--- src/rtl/search_control_pkg.sv ---
// Shared types and constants for the fractional-search sequencing FSM.
package search_ctrl_pkg;

    typedef enum logic [2:0] {
        IDLE    = 3'd0,
        LOAD    = 3'd1,
        DRAIN   = 3'd2,
        SAD_OUT = 3'd3,
        FIND    = 3'd4,
        RESULT  = 3'd5
    } state_t;

    localparam int DEF_ROWS        = 8;
    localparam int DEF_FIND_CYCLES = 2;
    localparam int SAD_OUT_CYCLES  = 2;

endpackage

--- src/rtl/search_control_if.sv ---
// Control bundle between the search sequencer and its neighbours: the start/busy/done
// handshake, candidate-row qualification, and every search_operative control input.
interface search_control_if
    import search_ctrl_pkg::*;
#(
    parameter int ROWS = DEF_ROWS
);
    localparam int RW = (ROWS > 1) ? $clog2(ROWS) : 1;

    logic          start;
    logic          cand_valid;
    logic          busy;
    logic          done;
    logic [RW-1:0] row_idx;
    logic          enable;
    logic          reset_right_sads;
    logic          enable_reg_ori;
    logic          enable_tb_ori;
    logic          direction_tb_ori;
    logic          enable_left_side;
    logic          enable_right_side;
    logic          enable_out_sad_tree;
    logic          sel_sad;
    logic          enable_finder;
    logic          enable_out_finder;
    logic          left_or_right;

    // Sequencer side.
    modport master (
        input  start, cand_valid,
        output busy, done, row_idx, enable, reset_right_sads, enable_reg_ori,
               enable_tb_ori, direction_tb_ori, enable_left_side, enable_right_side,
               enable_out_sad_tree, sel_sad, enable_finder, enable_out_finder,
               left_or_right
    );

    // Requester / datapath side.
    modport slave (
        output start, cand_valid,
        input  busy, done, row_idx, enable, reset_right_sads, enable_reg_ori,
               enable_tb_ori, direction_tb_ori, enable_left_side, enable_right_side,
               enable_out_sad_tree, sel_sad, enable_finder, enable_out_finder,
               left_or_right
    );

endinterface

--- src/rtl/search_control.sv ---
// Sequencer for one 8x8 fractional-search block: LOAD original rows, DRAIN the
// transpose buffer, emit SAD-tree outputs, run the finder, capture the result.
// LOAD/DRAIN progress only on cycles with valid candidate rows.
module search_control
    import search_ctrl_pkg::*;
#(
    parameter int ROWS        = DEF_ROWS,
    parameter int FIND_CYCLES = DEF_FIND_CYCLES
) (
    input  logic             clock,
    input  logic             reset,
    search_control_if.master bus
);

    localparam int RW     = (ROWS > 1) ? $clog2(ROWS) : 1;
    localparam int PH_MAX = (FIND_CYCLES > SAD_OUT_CYCLES) ? FIND_CYCLES : SAD_OUT_CYCLES;
    localparam int PH_W   = (PH_MAX > 2) ? $clog2(PH_MAX) : 1;

    localparam logic [RW-1:0]   ROW_LAST  = RW'(ROWS - 1);
    localparam logic [PH_W-1:0] SAD_LAST  = PH_W'(SAD_OUT_CYCLES - 1);
    localparam logic [PH_W-1:0] FIND_LAST = PH_W'(FIND_CYCLES - 1);

    state_t          state;
    logic [RW-1:0]   row_cnt;
    logic [PH_W-1:0] ph_cnt;

    // State, row/phase counters and the registered done pulse.
    always_ff @(posedge clock or posedge reset) begin
        if (reset) begin
            state    <= IDLE;
            row_cnt  <= '0;
            ph_cnt   <= '0;
            bus.done <= 1'b0;
        end else begin
            bus.done <= (state == RESULT);
            case (state)
                IDLE: begin
                    if (bus.start) begin
                        state   <= LOAD;
                        row_cnt <= '0;
                        ph_cnt  <= '0;
                    end
                end
                LOAD: begin
                    if (bus.cand_valid) begin
                        if (row_cnt == ROW_LAST) begin
                            row_cnt <= '0;
                            state   <= DRAIN;
                        end else begin
                            row_cnt <= row_cnt + 1'b1;
                        end
                    end
                end
                DRAIN: begin
                    if (bus.cand_valid) begin
                        if (row_cnt == ROW_LAST) begin
                            row_cnt <= '0;
                            ph_cnt  <= '0;
                            state   <= SAD_OUT;
                        end else begin
                            row_cnt <= row_cnt + 1'b1;
                        end
                    end
                end
                SAD_OUT: begin
                    if (ph_cnt == SAD_LAST) begin
                        ph_cnt <= '0;
                        state  <= FIND;
                    end else begin
                        ph_cnt <= ph_cnt + 1'b1;
                    end
                end
                FIND: begin
                    if (ph_cnt == FIND_LAST) begin
                        ph_cnt <= '0;
                        state  <= RESULT;
                    end else begin
                        ph_cnt <= ph_cnt + 1'b1;
                    end
                end
                RESULT: state <= IDLE;
                default: state <= IDLE;
            endcase
        end
    end

    // Busy is a pure state decode so it cannot glitch on cand_valid.
    assign bus.busy = (state != IDLE);

    // Datapath controls decoded from state/counters; LOAD/DRAIN enables are qualified by cand_valid.
    always_comb begin
        bus.row_idx             = '0;
        bus.enable              = 1'b0;
        bus.reset_right_sads    = 1'b0;
        bus.enable_reg_ori      = 1'b0;
        bus.enable_tb_ori       = 1'b0;
        bus.direction_tb_ori    = 1'b0;
        bus.enable_left_side    = 1'b0;
        bus.enable_right_side   = 1'b0;
        bus.enable_out_sad_tree = 1'b0;
        bus.sel_sad             = 1'b0;
        bus.enable_finder       = 1'b0;
        bus.enable_out_finder   = 1'b0;
        bus.left_or_right       = 1'b0;
        case (state)
            LOAD: begin
                bus.row_idx          = row_cnt;
                bus.enable           = bus.cand_valid;
                bus.reset_right_sads = bus.cand_valid && (row_cnt == '0);
                bus.enable_reg_ori   = bus.cand_valid;
                bus.enable_tb_ori    = bus.cand_valid;
                bus.enable_left_side = bus.cand_valid;
            end
            DRAIN: begin
                bus.row_idx           = row_cnt;
                bus.enable            = bus.cand_valid;
                bus.enable_tb_ori     = bus.cand_valid;
                bus.direction_tb_ori  = 1'b1;
                bus.enable_right_side = bus.cand_valid;
                bus.left_or_right     = 1'b1;
            end
            SAD_OUT: begin
                bus.enable              = 1'b1;
                bus.enable_out_sad_tree = 1'b1;
                bus.sel_sad             = ph_cnt[0];
            end
            FIND: begin
                bus.enable        = 1'b1;
                bus.enable_finder = 1'b1;
                bus.left_or_right = 1'b1;
                bus.sel_sad       = ph_cnt[0];
            end
            RESULT: begin
                bus.enable            = 1'b1;
                bus.enable_out_finder = 1'b1;
            end
            default: ;
        endcase
    end

endmodule

--- src/flat_wrapper.sv ---
// flat-port wrapper written by rule: the top's interface ports become plain ports
module search_control_flat import search_ctrl_pkg::*;
#(
    parameter int ROWS        = DEF_ROWS,
    parameter int FIND_CYCLES = DEF_FIND_CYCLES
)
  (clock, reset, bus_start, bus_cand_valid, bus_busy, bus_done, bus_row_idx, bus_enable, bus_reset_right_sads, bus_enable_reg_ori, bus_enable_tb_ori, bus_direction_tb_ori, bus_enable_left_side, bus_enable_right_side, bus_enable_out_sad_tree, bus_sel_sad, bus_enable_finder, bus_enable_out_finder, bus_left_or_right);
  search_control_if #(.ROWS(ROWS)) bus_i ();
  input  logic clock;
  input  logic reset;
  input wire logic [$bits(bus_i.start)-1:0] bus_start;
  input wire logic [$bits(bus_i.cand_valid)-1:0] bus_cand_valid;
  output wire logic [$bits(bus_i.busy)-1:0] bus_busy;
  output wire logic [$bits(bus_i.done)-1:0] bus_done;
  output wire logic [$bits(bus_i.row_idx)-1:0] bus_row_idx;
  output wire logic [$bits(bus_i.enable)-1:0] bus_enable;
  output wire logic [$bits(bus_i.reset_right_sads)-1:0] bus_reset_right_sads;
  output wire logic [$bits(bus_i.enable_reg_ori)-1:0] bus_enable_reg_ori;
  output wire logic [$bits(bus_i.enable_tb_ori)-1:0] bus_enable_tb_ori;
  output wire logic [$bits(bus_i.direction_tb_ori)-1:0] bus_direction_tb_ori;
  output wire logic [$bits(bus_i.enable_left_side)-1:0] bus_enable_left_side;
  output wire logic [$bits(bus_i.enable_right_side)-1:0] bus_enable_right_side;
  output wire logic [$bits(bus_i.enable_out_sad_tree)-1:0] bus_enable_out_sad_tree;
  output wire logic [$bits(bus_i.sel_sad)-1:0] bus_sel_sad;
  output wire logic [$bits(bus_i.enable_finder)-1:0] bus_enable_finder;
  output wire logic [$bits(bus_i.enable_out_finder)-1:0] bus_enable_out_finder;
  output wire logic [$bits(bus_i.left_or_right)-1:0] bus_left_or_right;
  assign bus_i.start = bus_start;
  assign bus_i.cand_valid = bus_cand_valid;
  assign bus_busy = bus_i.busy;
  assign bus_done = bus_i.done;
  assign bus_row_idx = bus_i.row_idx;
  assign bus_enable = bus_i.enable;
  assign bus_reset_right_sads = bus_i.reset_right_sads;
  assign bus_enable_reg_ori = bus_i.enable_reg_ori;
  assign bus_enable_tb_ori = bus_i.enable_tb_ori;
  assign bus_direction_tb_ori = bus_i.direction_tb_ori;
  assign bus_enable_left_side = bus_i.enable_left_side;
  assign bus_enable_right_side = bus_i.enable_right_side;
  assign bus_enable_out_sad_tree = bus_i.enable_out_sad_tree;
  assign bus_sel_sad = bus_i.sel_sad;
  assign bus_enable_finder = bus_i.enable_finder;
  assign bus_enable_out_finder = bus_i.enable_out_finder;
  assign bus_left_or_right = bus_i.left_or_right;
  search_control #(.ROWS(ROWS), .FIND_CYCLES(FIND_CYCLES)) u_core (.clock(clock), .reset(reset), .bus(bus_i));
endmodule
--- config.mk ---
export PLATFORM = sky130hd
export DESIGN_NAME = search_control_flat
export DESIGN_NICKNAME = d
export VERILOG_FILES = /design/src/rtl/search_control_pkg.sv /design/src/rtl/search_control_if.sv /design/src/rtl/search_control.sv /design/src/flat_wrapper.sv
export SDC_FILE = /design/constraint.sdc
export NUM_CORES = 1
export LEC_CHECK = 0
export BUFFER_PORTS_ARGS = -buffer_cell sky130_fd_sc_hd__buf_4
export CELL_PAD_IN_SITES_DETAIL_PLACEMENT = 2
export CELL_PAD_IN_SITES_GLOBAL_PLACEMENT = 2
export CORE_AREA = 8 8 57 59
export DETAILED_ROUTE_END_ITERATION = 8
export DIE_AREA = 0 0 65 67
export GPL_TIMING_DRIVEN = 0
export PLACE_DENSITY = 0.79
export SLEW_MARGIN = 20
export SYNTH_ARGS = -nofsm -noshare
export SYNTH_HDL_FRONTEND = slang
export SYNTH_SLANG_ARGS = --single-unit
--- constraint.sdc ---
create_clock -name clock -period 2.3 [get_ports clock]
set_clock_uncertainty 0.15 [all_clocks]
set_input_delay 0.345 -clock clock [delete_from_list [all_inputs] [get_ports clock]]
set_output_delay 0.345 -clock clock [all_outputs]
set_load 0.01 [all_outputs]
==> results of run 1 <==
## cells by family (layout without fill, tap and decap cells)
| family | count (synthesis) | after routing | synth area share (%) |
|---|---|---|---|
| adders and majority gates | 4 | 4 | 7.88 |
| muxes | 3 | 3 | 4.98 |
| AOI/OAI and AO/OA | 15 | 15 | 18.3 |
| buffers and inverters | 9 | 33 | 6.64 |
| and+or+nand+nor | 30 | 30 | 29.0 |
| DFF | 8 | 8 | 33.2 |
## layout make-up
class                      count  area, sq um  share of cell area, %
multi-input combinational     52          363                   44.1
sequential                     8          200                   24.3
timing repair buffer          21          160                   19.5
tap                           30         37.5                   4.56
clock buffer                   3         22.5                   2.74
buffer                         4         21.3                   2.58
inverter                       5         18.8                   2.28
## where the power goes
| group | internal (mW) | switching (mW) |
|---|---|---|
| Clock | 0.0599 | 0.0506 |
| Combinational | 0.248 | 0.261 |
| Sequential | 0.187 | 0.0442 |
## sequential cells by signal (all words and copies together) (netlist names)
register / cells
u_core.row_cnt: 3
u_core.ph_cnt: 1
u_core.state: 3
u_core.bus.done: 1
## cell usage in the layout, fill, tap and decap left out, types with 2 or more instances in the layout
| cell type | count |
|---|---|
| ha_1 | 3 |
| a21oi_1 | 2 |
| nand2b_1 | 4 |
| nor2_1 | 3 |
| a211oi_1 | 2 |
| dfrtp_1 | 8 |
| clkbuf_4 | 3 |
| buf_2 | 2 |
| and3_1 | 2 |
| buf_4 | 21 |
| or3_1 | 2 |
| inv_1 | 4 |
| mux2i_1 | 3 |
| and2_1 | 6 |
| nand2_1 | 7 |
| o21ai_0 | 2 |
## per-layer routing
| metal | share of wire, % | up-vias | global-route usage (%) |
|---|---|---|---|
| li1 | - | 288 | - |
| met1 | 46 | 279 | 8.76 |
| met2 | 45 | 17 | 15.4 |
| met3 | 7.1 | 2 | 2.52 |
| met4 | 2.0 | 0 | 4.90 |
| met5 | 0 | - | 0 |
## cells in the mapped netlist, types with 3 or more instances
master    count
ha_1          3
nand2b_1      4
nand2_1       7
mux2i_1       3
inv_1         4
dfrtp_1       8
and2_1        6
nor2_1        3
## tightest hold or removal path, cell delays in order
cell     delay, ns
buf_4         0.11
o22ai_1       0.12
a221o_1       0.17
## worst max-delay path by stage
stage / slack (ns) / startpoint / cells after the start / endpoint
CTS: 0.1 / u_core.state[1] / 4 / bus_reset_right_sads
global route: 0.03 / u_core.state[1] / 4 / bus_reset_right_sads
floorplan: 0.45 / u_core.state[1] / 3 / bus_reset_right_sads
global placement: 0.41 / u_core.state[1] / 4 / bus_reset_right_sads
detailed placement: 0.40 / u_core.state[1] / 4 / bus_reset_right_sads
finish: 0.12 / u_core.state[1] / 4 / bus_reset_right_sads
## per-stage QoR
step	area [sq um]	setup slack (ns)
floorplan	603	0.446
global placement	791	0.409
detailed placement	791	0.401
CTS	823	0.0997
global route	823	0.0274
finish	823	0.117
==> implementation parameters, run 1 <==
Parameter                              Value

Clock network
  Count of hold buffers inserted by post-cts repair ... 1
  Root cell of the clock tree ... clkbuf_4
  Total clock buffers created by CTS ... 3
  TritonCTS clock tree ... built
  H-tree levels ... 1
  Clock transition at the register clock pins on the worst setup and hold paths after CTS ... 0.06 ns
  Clock latency of the later-clocked register in the worst-skew pair ... 0.26 ns
  Post-CTS setup buffer count ... 0
  TritonCTS Sinks ... 8
  Resized Gates After CTS ... 0
  Clock Path Buffers ... 2

Min path
  Hold Path Class ... primary input to flip-flop
  Hold Crit Depth ... 3
  Endpoint of the worst hold path ... u_core.ph_cnt
  Hold_sp ... bus_start

Layout
  # nets final ... 102
  Antenna Cells ... 0
  Layout cells sized above 1 ... 33.3%
  Area added between synthesis and finish ... 36.5%
  Final core utilization ... 34.8%
  Fill cell instance count of the final layout ... 283
  Number of standard cells in the final layout excluding fillers ... 123

Logic synthesis
  Count of mapped cells out of synthesis ... 69
  Top_reg_cell synth ... dfrtp_1
  Average instance area after synthesis ... 8.74 sq um
  Total of flip-flops plus latches after synthesis ... 8
  Synthesized netlist net count ... 76
  Library cell occupying the most area in the post-synthesis netlist ... dfrtp_1
  Number of enable flip-flop cells after synthesis ... 0
  Fraction of synthesis flops using an asynchronous set or reset pin ... 100%
  Proportion of synthesized chip area in sequential cells ... 33.2%
  Ys Warns ... 0
  Synthesized cell area ... 603 sq um
  Count of different cell masters after synthesis ... 33
  Cells taking the most area after synthesis ... dfrtp_1 (33%), and2_1 (6.2%), ha_1 (6.2%)
  Portion of synthesized cell area occupied by the leading cell type ... 33.2%

Global route
  First-pass GRT wire length ... 2970 um
  Number of global-route vias before repair ... 665
  Overall Global Routing Usage ... 8.59%
  Initial antenna violation count ... 0
  Overflow after GRT ... 0
  Pin count of the biggest net entering global routing ... 11

Critical path
  Number of cells on the worst reg-to-reg path ... 6
  Arr. time, crit path ... 1.69 ns
  Maximum fanout along the worst path ... 9
  Endpoint required time on the critical path ... 1.80 ns
  Terminus of the critical flop-to-flop path ... u_core.state[0]
  Buffering stage count on the worst path with inverters included ... 1
  Type of the setup path with the least slack ... flip-flop to output port
  Largest incremental delay on the critical path ... 0.47 ns
  Kind of launch point of the worst setup path ... flip-flop
  Crit-path leading delay family ... simple AND/OR/NAND/NOR gates
  Critical-path top delay cell ... dfrtp_1
  Cell-by-cell trace of the critical path ... nand2b_1 > nor3b_1 > and3_1 > buf_4
  Critical register-to-register path startpoint ... u_core.row_cnt[0]
  Flop2flop setup slack ... 0.49 ns
  Setup crit end kind ... output port

STA
  Shortest clock period the worst path allows after layout ... 2.18 ns
  Setup repair after global routing missed its margin ... false
  Hold_ws ... 0.379 ns
  Setup Viol. Count Final ... 0
  Sum of negative setup slack ... 0 ns
  Final number of max-transition violations ... 0
  Period Utilization, post-route ... 94.9%
  Worst slew slack as a fraction of its limit ... 73.5%
  Measured slew at the worst slew-check pin ... 0.397 ns
  Max Freq ... 0.458 GHz
  Final Hold Viols ... 0

Route
  Post-detailed-route via-to-cell ratio ... 4.76
  Wire length reported by the detailed router ... 1780 um
  Antenna Nets Post-Route ... 0
  Routed len/inst ... 14.5 um
  Drt initial violations ... 4
  Via count ... 586
  Detailed-routing iteration count for the pre-antenna-repair pass ... 2
  Remaining design rule violation count ... 0

Status
  Status ... complete, no violations

Die
  Number of top-level design ports ... 21
  Initial Util ... 25.5%
  Core region area ... 0.00236 sq mm
  Floorplan die height ... 67 um
  X dimension of the die ... 65 um
  Cell row count ... 18
  Die Footprint ... 0.00436 sq mm

Placement
  Port bufs ... 20
  Cell total after placement ... 119
  Half-perimeter wire length after detailed placement ... 1420 um
  Placer Congestion ... 0.816

Power and ir drop
  Total power ... 851 uW
  Power per standard cell area ... 1030 mW/mm^2
  Peak supply drop ... 0.453 mV
  Leakage Power ... 0.423 nW

Job
  Max-cap violation count ... 0
Note: power is estimated with default switching activity, not from simulation.
==> run 2: changes to the inputs <==
--- a/config.mk
+++ b/config.mk
@@ -13,6 +13,7 @@
 export DIE_AREA = 0 0 65 67
 export GPL_TIMING_DRIVEN = 0
 export PLACE_DENSITY = 0.79
+export REMOVE_ABC_BUFFERS = 1
 export SLEW_MARGIN = 20
 export SYNTH_ARGS = -nofsm -noshare
 export SYNTH_HDL_FRONTEND = slang
==> run 2 against run 1 <==
Effect of this change: final cell count decreased by 3.3%; combinational power is 7.7% lower; via count shrank 0.85%; core utilization fell by 0.16 points; non-clock buffer count decreased by 4; register-to-register slack better by 0.02 ns; sequential share of layout area increased by 0.42 points.
==> implementation parameters, run 2 (synthesis gave the netlist of run 1 again) <==
Parameter                              Value

Route
  Drt initial violations ... 4 (unchanged)
  Routed met3 length ... 127 um (+0.79%)
  Wire length reported by the detailed router ... 1690 um (-5.2%)
  Remaining design rule violation count ... 0 (unchanged)
  Post-detailed-route via-to-cell ratio ... 4.88 (+2.5%)
  Routed wire length on met2 ... 824 um (+2.4%)
  Highest layer used for signal routing ... met3
  Via count ... 581 (-0.85%)
  Antenna Nets Post-Route ... 0 (unchanged)
  Detailed-routing iteration count for the pre-antenna-repair pass ... 2 (unchanged)
  Routed len/inst ... 14.2 um (-2.0%)
  Routed metal-1 wire length ... 739 um (-9.4%)

Die
  Die Footprint ... 0.00436 sq mm (unchanged)
  Floorplan die height ... 67 um (unchanged)
  X dimension of the die ... 65 um (unchanged)
  Core region area ... 0.00236 sq mm (unchanged)
  Cell row count ... 18 (unchanged)
  Initial Util ... 25.5% (unchanged)
  Number of top-level design ports ... 21 (unchanged)

Clock network
  Clock transition at the register clock pins on the worst setup and hold paths after CTS ... 0.05 ns (about the same)
  TritonCTS clock tree ... built
  Total clock buffers created by CTS ... 3 (unchanged)
  Post-CTS setup buffer count ... 0 (unchanged)
  Clock latency of the later-clocked register in the worst-skew pair ... 0.25 ns (about the same)
  Root cell of the clock tree ... clkbuf_4
  Clock Path Buffers ... 2 (unchanged)
  TritonCTS Sinks ... 8 (unchanged)
  H-tree levels ... 1 (unchanged)

Power and ir drop
  Total power ... 833 uW (-2.0%)
  Power per standard cell area ... 1020 mW/mm^2 (-1.6%)
  Leakage Power ... 0.411 nW (-2.8%)
  Peak supply drop ... 0.500 mV (+10%)

Critical path
  Kind of launch point of the worst setup path ... flip-flop
  Largest incremental delay on the critical path ... 0.51 ns (+0.04 ns)
  Cell-by-cell trace of the critical path ... nand2b_2 > nor3b_2 > and3_1 > buf_4
  Critical register-to-register path startpoint ... u_core.row_cnt[0]
  Terminus of the critical flop-to-flop path ... u_core.state[0]
  Type of the setup path with the least slack ... flip-flop to output port
  Arr. time, crit path ... 1.63 ns (-0.06 ns)
  Number of cells on the worst reg-to-reg path ... 6 (unchanged)
  Endpoint required time on the critical path ... 1.80 ns (about the same)
  Maximum fanout along the worst path ... 18 (+9)
  Setup crit end kind ... output port
  Flop2flop setup slack ... 0.51 ns (+0.02 ns)
  Critical-path top delay cell ... dfrtp_2

STA
  Final Hold Viols ... 0 (unchanged)
  Final WS setup ... 0.176 ns (+0.0586 ns)
  Measured slew at the worst slew-check pin ... 0.390 ns (-0.00700 ns)
  Max Freq ... 0.471 GHz (+2.8%)
  Worst slew slack as a fraction of its limit ... 73.9% (+0.47 points)
  Setup repair after global routing missed its margin ... false
  Shortest clock period the worst path allows after layout ... 2.12 ns (-0.0586 ns)
  Final number of max-transition violations ... 0 (unchanged)
  Setup Viol. Count Final ... 0 (unchanged)
  Sum of negative setup slack ... 0 ns (unchanged)
  Period Utilization, post-route ... 92.4% (-2.5 points)

Status
  Status ... complete, no violations

Placement
  Port bufs ... 20 (unchanged)
  Placed inst area ... 769 sq um (-2.7%)
  Post-place setup slack ... 0.215 ns (-0.186 ns)
  Placer Congestion ... 0.752 (-7.8%)
  Half-perimeter wire length after detailed placement ... 1320 um (-7.4%)

Min path
  Endpoint of the worst hold path ... u_core.ph_cnt
  Hold_sp ... bus_start
  Hold Path Class ... primary input to flip-flop
  Hold Crit Depth ... 3 (unchanged)

Layout
  Final non-filler cell area ... 820 sq um (-0.46%)
  Top Registers ... u_core.row_cnt x3, u_core.state x3
  Most frequent standard cell in the layout excluding fill and tap cells ... buf_4
  Antenna Cells ... 0 (unchanged)
  Area added between synthesis and finish ... 35.9%
  # nets final ... 98 (-3.9%)
  Highest-count cells in the layout ignoring fill and taps ... buf_4 (20), nand2_1 (7), and2_1 (6), dfrtp_1 (6), inv_1 (4)
  Layout cells sized above 1 ... 36.0% (+2.6 points)

Global route
  Initial antenna violation count ... 0 (unchanged)
  Overall Global Routing Usage ... 8.21% (-0.38 points)
  First-pass GRT wire length ... 2870 um (-3.3%)
  Number of global-route vias before repair ... 599 (-9.9%)
  Overflow after GRT ... 0 (unchanged)
  Pin count of the biggest net entering global routing ... 19 (+8)

Job
  Max-cap violation count ... 0 (unchanged)
==> run 2: changes by cell type in the layout (fill, tap and decap cells not counted), sizes merged <==
cell and change:
buf -3, clkbuf -1
==> run 2: stage by stage <==
step | hold WS, ns | util (%) | instances
floorplan | 0.0107 | - | 65
global placement | 0.154 | 32.5 | 115
detailed placement | 0.160 | 32.5 | 115
CTS | 0.353 | 34.1 | 119
global route | 0.357 | 34.7 | 119
finish | 0.353 | 34.7 | 119
==> run 2: critical path, delay by kind of cell (launching register included) <==
family | cells | cell delay (ns)
flip-flops | 1 | 0.51
AND/OR/NAND/NOR | 3 | 0.76
buffers and inverters | 1 | 0.11
==> run 2: how the worst max path moves through the flow <==
stage | start | to | slack [ns] | depth (start not counted)
2_1_floorplan | u_core.state[1] | bus_reset_right_sads | 0.16 | 3
5_1_grt | u_core.state[1] | bus_reset_right_sads | 0.06 | 4
3_3_place_gp | u_core.state[1] | bus_reset_right_sads | 0.25 | 4
6_report | u_core.state[1] | bus_reset_right_sads | 0.18 | 4
3_5_place_dp | u_core.state[1] | bus_reset_right_sads | 0.21 | 4
4_1_cts | u_core.state[1] | bus_row_idx[0] | 0.02 | 4
==> run 2: final cells by class <==
cell class / count / area [sq um]
fill: 275 / 1550
multi-input combinational: 52 / 378
tap: 30 / 37.5
inverter: 5 / 18.8
sequential: 8 / 203
timing repair buffer: 21 / 160
clock buffer: 3 / 22.5
==> run 2: what timing repair did <==
action                                  4_1_cts  5_1_grt
hold endpoints to repair                      8        0
endpoints found under the setup margin        1        5
gates resized for setup                       1        4
hold buffers                                  1        0
==> run 2: routing by layer <==
layer | up-vias | GRT usage (%)
met5 | - | 0
met2 | 16 | 13.7
li1 | 279 | -
met4 | 0 | 0.817
met3 | 0 | 4.36
met1 | 286 | 9.44
==> run 2: report_power, final <==
| part | internal [mW] | switching (mW) |
|---|---|---|
| combinational | 0.243 | 0.227 |
| clock | 0.0593 | 0.0416 |
| sequential | 0.188 | 0.0746 |
| total | 0.490 | 0.343 |
==> run 3: changes to the inputs <==
--- a/config.mk
+++ b/config.mk
@@ -8,9 +8,10 @@
 export BUFFER_PORTS_ARGS = -buffer_cell sky130_fd_sc_hd__buf_4
 export CELL_PAD_IN_SITES_DETAIL_PLACEMENT = 2
 export CELL_PAD_IN_SITES_GLOBAL_PLACEMENT = 2
-export CORE_AREA = 8 8 57 59
+export CORE_AREA = 8 8 58 60
+export CTS_BUF_LIST = sky130_fd_sc_hd__clkbuf_8
 export DETAILED_ROUTE_END_ITERATION = 8
-export DIE_AREA = 0 0 65 67
+export DIE_AREA = 0 0 66 68
 export GPL_TIMING_DRIVEN = 0
 export PLACE_DENSITY = 0.79
 export REMOVE_ABC_BUFFERS = 1
==> constraint.sdc (replaced) <==
create_clock -name clock -period 1.9 [get_ports clock]
set_clock_uncertainty 0.15 [all_clocks]
set_input_delay 0.285 -clock clock [delete_from_list [all_inputs] [get_ports clock]]
set_output_delay 0.285 -clock clock [all_outputs]
set_load 0.01 [all_outputs]
==> run 3 against run 2 <==
Effect of this change: clock power up 110%; flip-flop and latch count is the same; worst hold slack got worse by 0.030 ns; critical path depth is the same; critical endpoint unchanged; critical path type unchanged; largest power group unchanged; register-to-register slack got worse by 0.40 ns; sequential power increased by 13%; count of clock-buffer cells in the layout is the same; combinational power increased by 64%.
==> implementation parameters, run 3 (synthesis gave the netlist of run 1 again) <==
Parameter                              Value

Global route
  Number of global-route vias before repair ... 721 (+20%)
  Overall Global Routing Usage ... 10.4% (+2.2 points)
  Pin count of the biggest net entering global routing ... 10 (-9)
  Overflow after GRT ... 0 (unchanged)
  First-pass GRT wire length ... 3520 um (+23%)
  Initial antenna violation count ... 0 (unchanged)

Job
  Max-cap violation count ... 0 (unchanged)

Layout
  Top Registers ... u_core.row_cnt x3, u_core.state x3
  Highest-count cells in the layout ignoring fill and taps ... buf_4 (34), nand2_1 (7), dfrtp_1 (5)
  Fill cell instance count of the final layout ... 302 (+9.8%)
  Final core utilization ... 38.6% (+4.0 points)
  Most frequent standard cell in the layout excluding fill and tap cells ... buf_4
  # nets final ... 113 (+15%)
  Layout cells sized above 1 ... 50.0% (+14 points)
  Antenna Cells ... 0 (unchanged)
  Area added between synthesis and finish ... 64.5%

STA
  Hold_ws ... 0.323 ns (-0.0299 ns)
  Final number of max-transition violations ... 0 (unchanged)
  Max Freq ... 0.545 GHz
  Worst slew slack as a fraction of its limit ... 71.4% (-2.6 points)
  Setup repair after global routing missed its margin ... true
  Shortest clock period the worst path allows after layout ... 1.84 ns
  Measured slew at the worst slew-check pin ... 0.429 ns (+0.0386 ns)
  Setup Viol. Count Final ... 0 (unchanged)
  Final Hold Viols ... 0 (unchanged)
  Period Utilization, post-route ... 96.6%

Critical path
  Number of cells on the worst reg-to-reg path ... 5 (-1)
  Type of the setup path with the least slack ... flip-flop to output port
  Critical register-to-register path startpoint ... u_core.state[1]
  Kind of launch point of the worst setup path ... flip-flop
  Flop2flop setup slack ... 0.11 ns (-0.40 ns)
  Critical-path top delay cell ... dfrtp_2
  Cell-by-cell trace of the critical path ... nand2b_4 > nor3b_4 > and3_1 > buf_4
  Terminus of the critical flop-to-flop path ... u_core.row_cnt[1]
  Endpoint required time on the critical path ... 1.46 ns (-0.34 ns)
  Crit-path leading delay family ... simple AND/OR/NAND/NOR gates
  Largest incremental delay on the critical path ... 0.45 ns (-0.06 ns)
  Maximum fanout along the worst path ... 8 (-10)
  Setup crit end kind ... output port
  Arr. time, crit path ... 1.40 ns (-0.23 ns)
  Buffering stage count on the worst path with inverters included ... 1 (unchanged)

Power and ir drop
  Net switching power of the design ... 493 uW (+43%)
  Relative contribution of the clock network to total power ... 16.3% (+4.2 points)
  Proportion of power drawn by flip-flops and latches ... 23.3% (-8.2 points)
  Leakage Power ... 0.510 nW (+24%)
  Share of power burned in combinational logic ... 60.4% (+4.0 points)
  Internal power consumption ... 783 uW (+60%)
  Net switching share of the total power ... 38.6% (-2.6 points)
  Peak supply drop ... 0.555 mV (+11%)
  Total power ... 1.28 mW (+53%)
  Power per standard cell area ... 1290 mW/mm^2 (+26%)

Die
  Number of top-level design ports ... 21 (unchanged)
  X dimension of the die ... 66 um (+1.5%)
  Core region area ... 0.00257 sq mm (+8.6%)
  Initial Util ... 23.5% (-2.0 points)
  Die Footprint ... 0.00449 sq mm (+3.1%)
  Cell row count ... 19 (+1)
  Floorplan die height ... 68 um (+1.5%)

Route
  Routed len/inst ... 16.4 um (+16%)
  Remaining design rule violation count ... 0 (unchanged)
  Post-detailed-route via-to-cell ratio ... 4.73 (-3.2%)
  Detailed-routing iteration count for the pre-antenna-repair pass ... 2 (unchanged)
  Wire length reported by the detailed router ... 2220 um (+31%)
  Via count ... 638 (+9.8%)
  Drt initial violations ... 2 (-2)
  Antenna Nets Post-Route ... 0 (unchanged)

Min path
  Hold_sp ... bus_start
  Hold Crit Depth ... 3 (unchanged)
  Hold Path Class ... primary input to flip-flop
  Endpoint of the worst hold path ... u_core.ph_cnt

Clock network
  Clock latency of the later-clocked register in the worst-skew pair ... 0.23 ns (-0.02 ns)
  Total clock buffers created by CTS ... 3 (unchanged)
  TritonCTS Sinks ... 8 (unchanged)
  H-tree levels ... 1 (unchanged)
  Root cell of the clock tree ... clkbuf_8
  Clock transition at the register clock pins on the worst setup and hold paths after CTS ... 0.05 ns (about the same)
  TritonCTS clock tree ... built
  Clock Path Buffers ... 2 (unchanged)

Placement
  Half-perimeter wire length after detailed placement ... 1450 um (+9.5%)
  Port bufs ... 20 (unchanged)
  Placer Congestion ... 0.756 (+0.47%)

Status
  Status ... complete, no violations
==> run 3: changes by cell type in the layout (fill, tap and decap cells not counted), moves of 2 or more <==
cell / previous run / this run
clkbuf_4: 3 / 0
and2_4: 0 / 2
clkbuf_8: 0 / 3
nand2b_4: 0 / 2
and2_1: 6 / 4
buf_4: 20 / 34
==> run 3: repair_timing <==
action,CTS,global route
pin swaps,1,5
buffers inserted,9,6
endpoints found under the setup margin,12,8
endpoints found under the hold margin,8,0
hold buffers,1,0
gates resized for setup,9,5
==> run 3: worst max path at each step <==
| stage | startpoint | endpoint | slack [ns] | cells after the start |
|---|---|---|---|---|
| 2_1_floorplan | u_core.state[1] | bus_reset_right_sads | -0.18 | 3 |
| 6_report | u_core.state[1] | bus_reset_right_sads | 0.06 | 4 |
| 3_3_place_gp | u_core.state[1] | bus_reset_right_sads | -0.09 | 4 |
| 5_1_grt | u_core.state[1] | bus_reset_right_sads | -0.01 | 4 |
| 3_5_place_dp | u_core.state[1] | bus_reset_right_sads | -0.17 | 4 |
| 4_1_cts | u_core.state[0] | bus_row_idx[0] | 0.005 | 4 |
==> run 3: layer usage <==
layer / GRT usage, % / vias up / routed length [um]
met4: 6.40 / 0 / 28
met1: 9.95 / 312 / 891
li1: - / 311 / -
met5: 0 / - / 0
met3: 1.47 / 2 / 87
met2: 20.7 / 13 / 1210
==> run 3: power by group through the flow <==
stage,clock [mW],sequential [mW],combinational [mW]
floorplan,0,0.293,0.344
global placement,0,0.312,0.540
detailed placement,0,0.318,0.577
CTS,0.215,0.294,0.691
global route,0.224,0.305,0.848
finish,0.208,0.297,0.771
==> run 3: stage by stage <==
step | area, sq um | setup TNS (ns) | worst slack [ns] | std cells
detailed placement | 771 | -0.459 | -0.169 | 116
finish | 992 | 0 | 0.0649 | 135
global placement | 771 | -0.135 | -0.0919 | 116
CTS | 926 | 0 | 0.00484 | 129
floorplan | 582 | -0.181 | -0.181 | 65
global route | 992 | -0.0172 | -0.0118 | 135
==> run 3: tightest hold or removal path, cell delays in order <==
cell     delay (ns)
buf_4          0.11
o22ai_1        0.11
a221o_1        0.16
==> run 3: area by class of cell <==
class	instances	area, sq um	area share, %
Multi-Input combinational cell	52	413	41.6
Timing Repair Buffer	36	277	27.9
Sequential cell	8	204	20.6
Clock buffer	3	41.3	4.16
Tap cell	31	38.8	3.91
Inverter	5	18.8	1.89
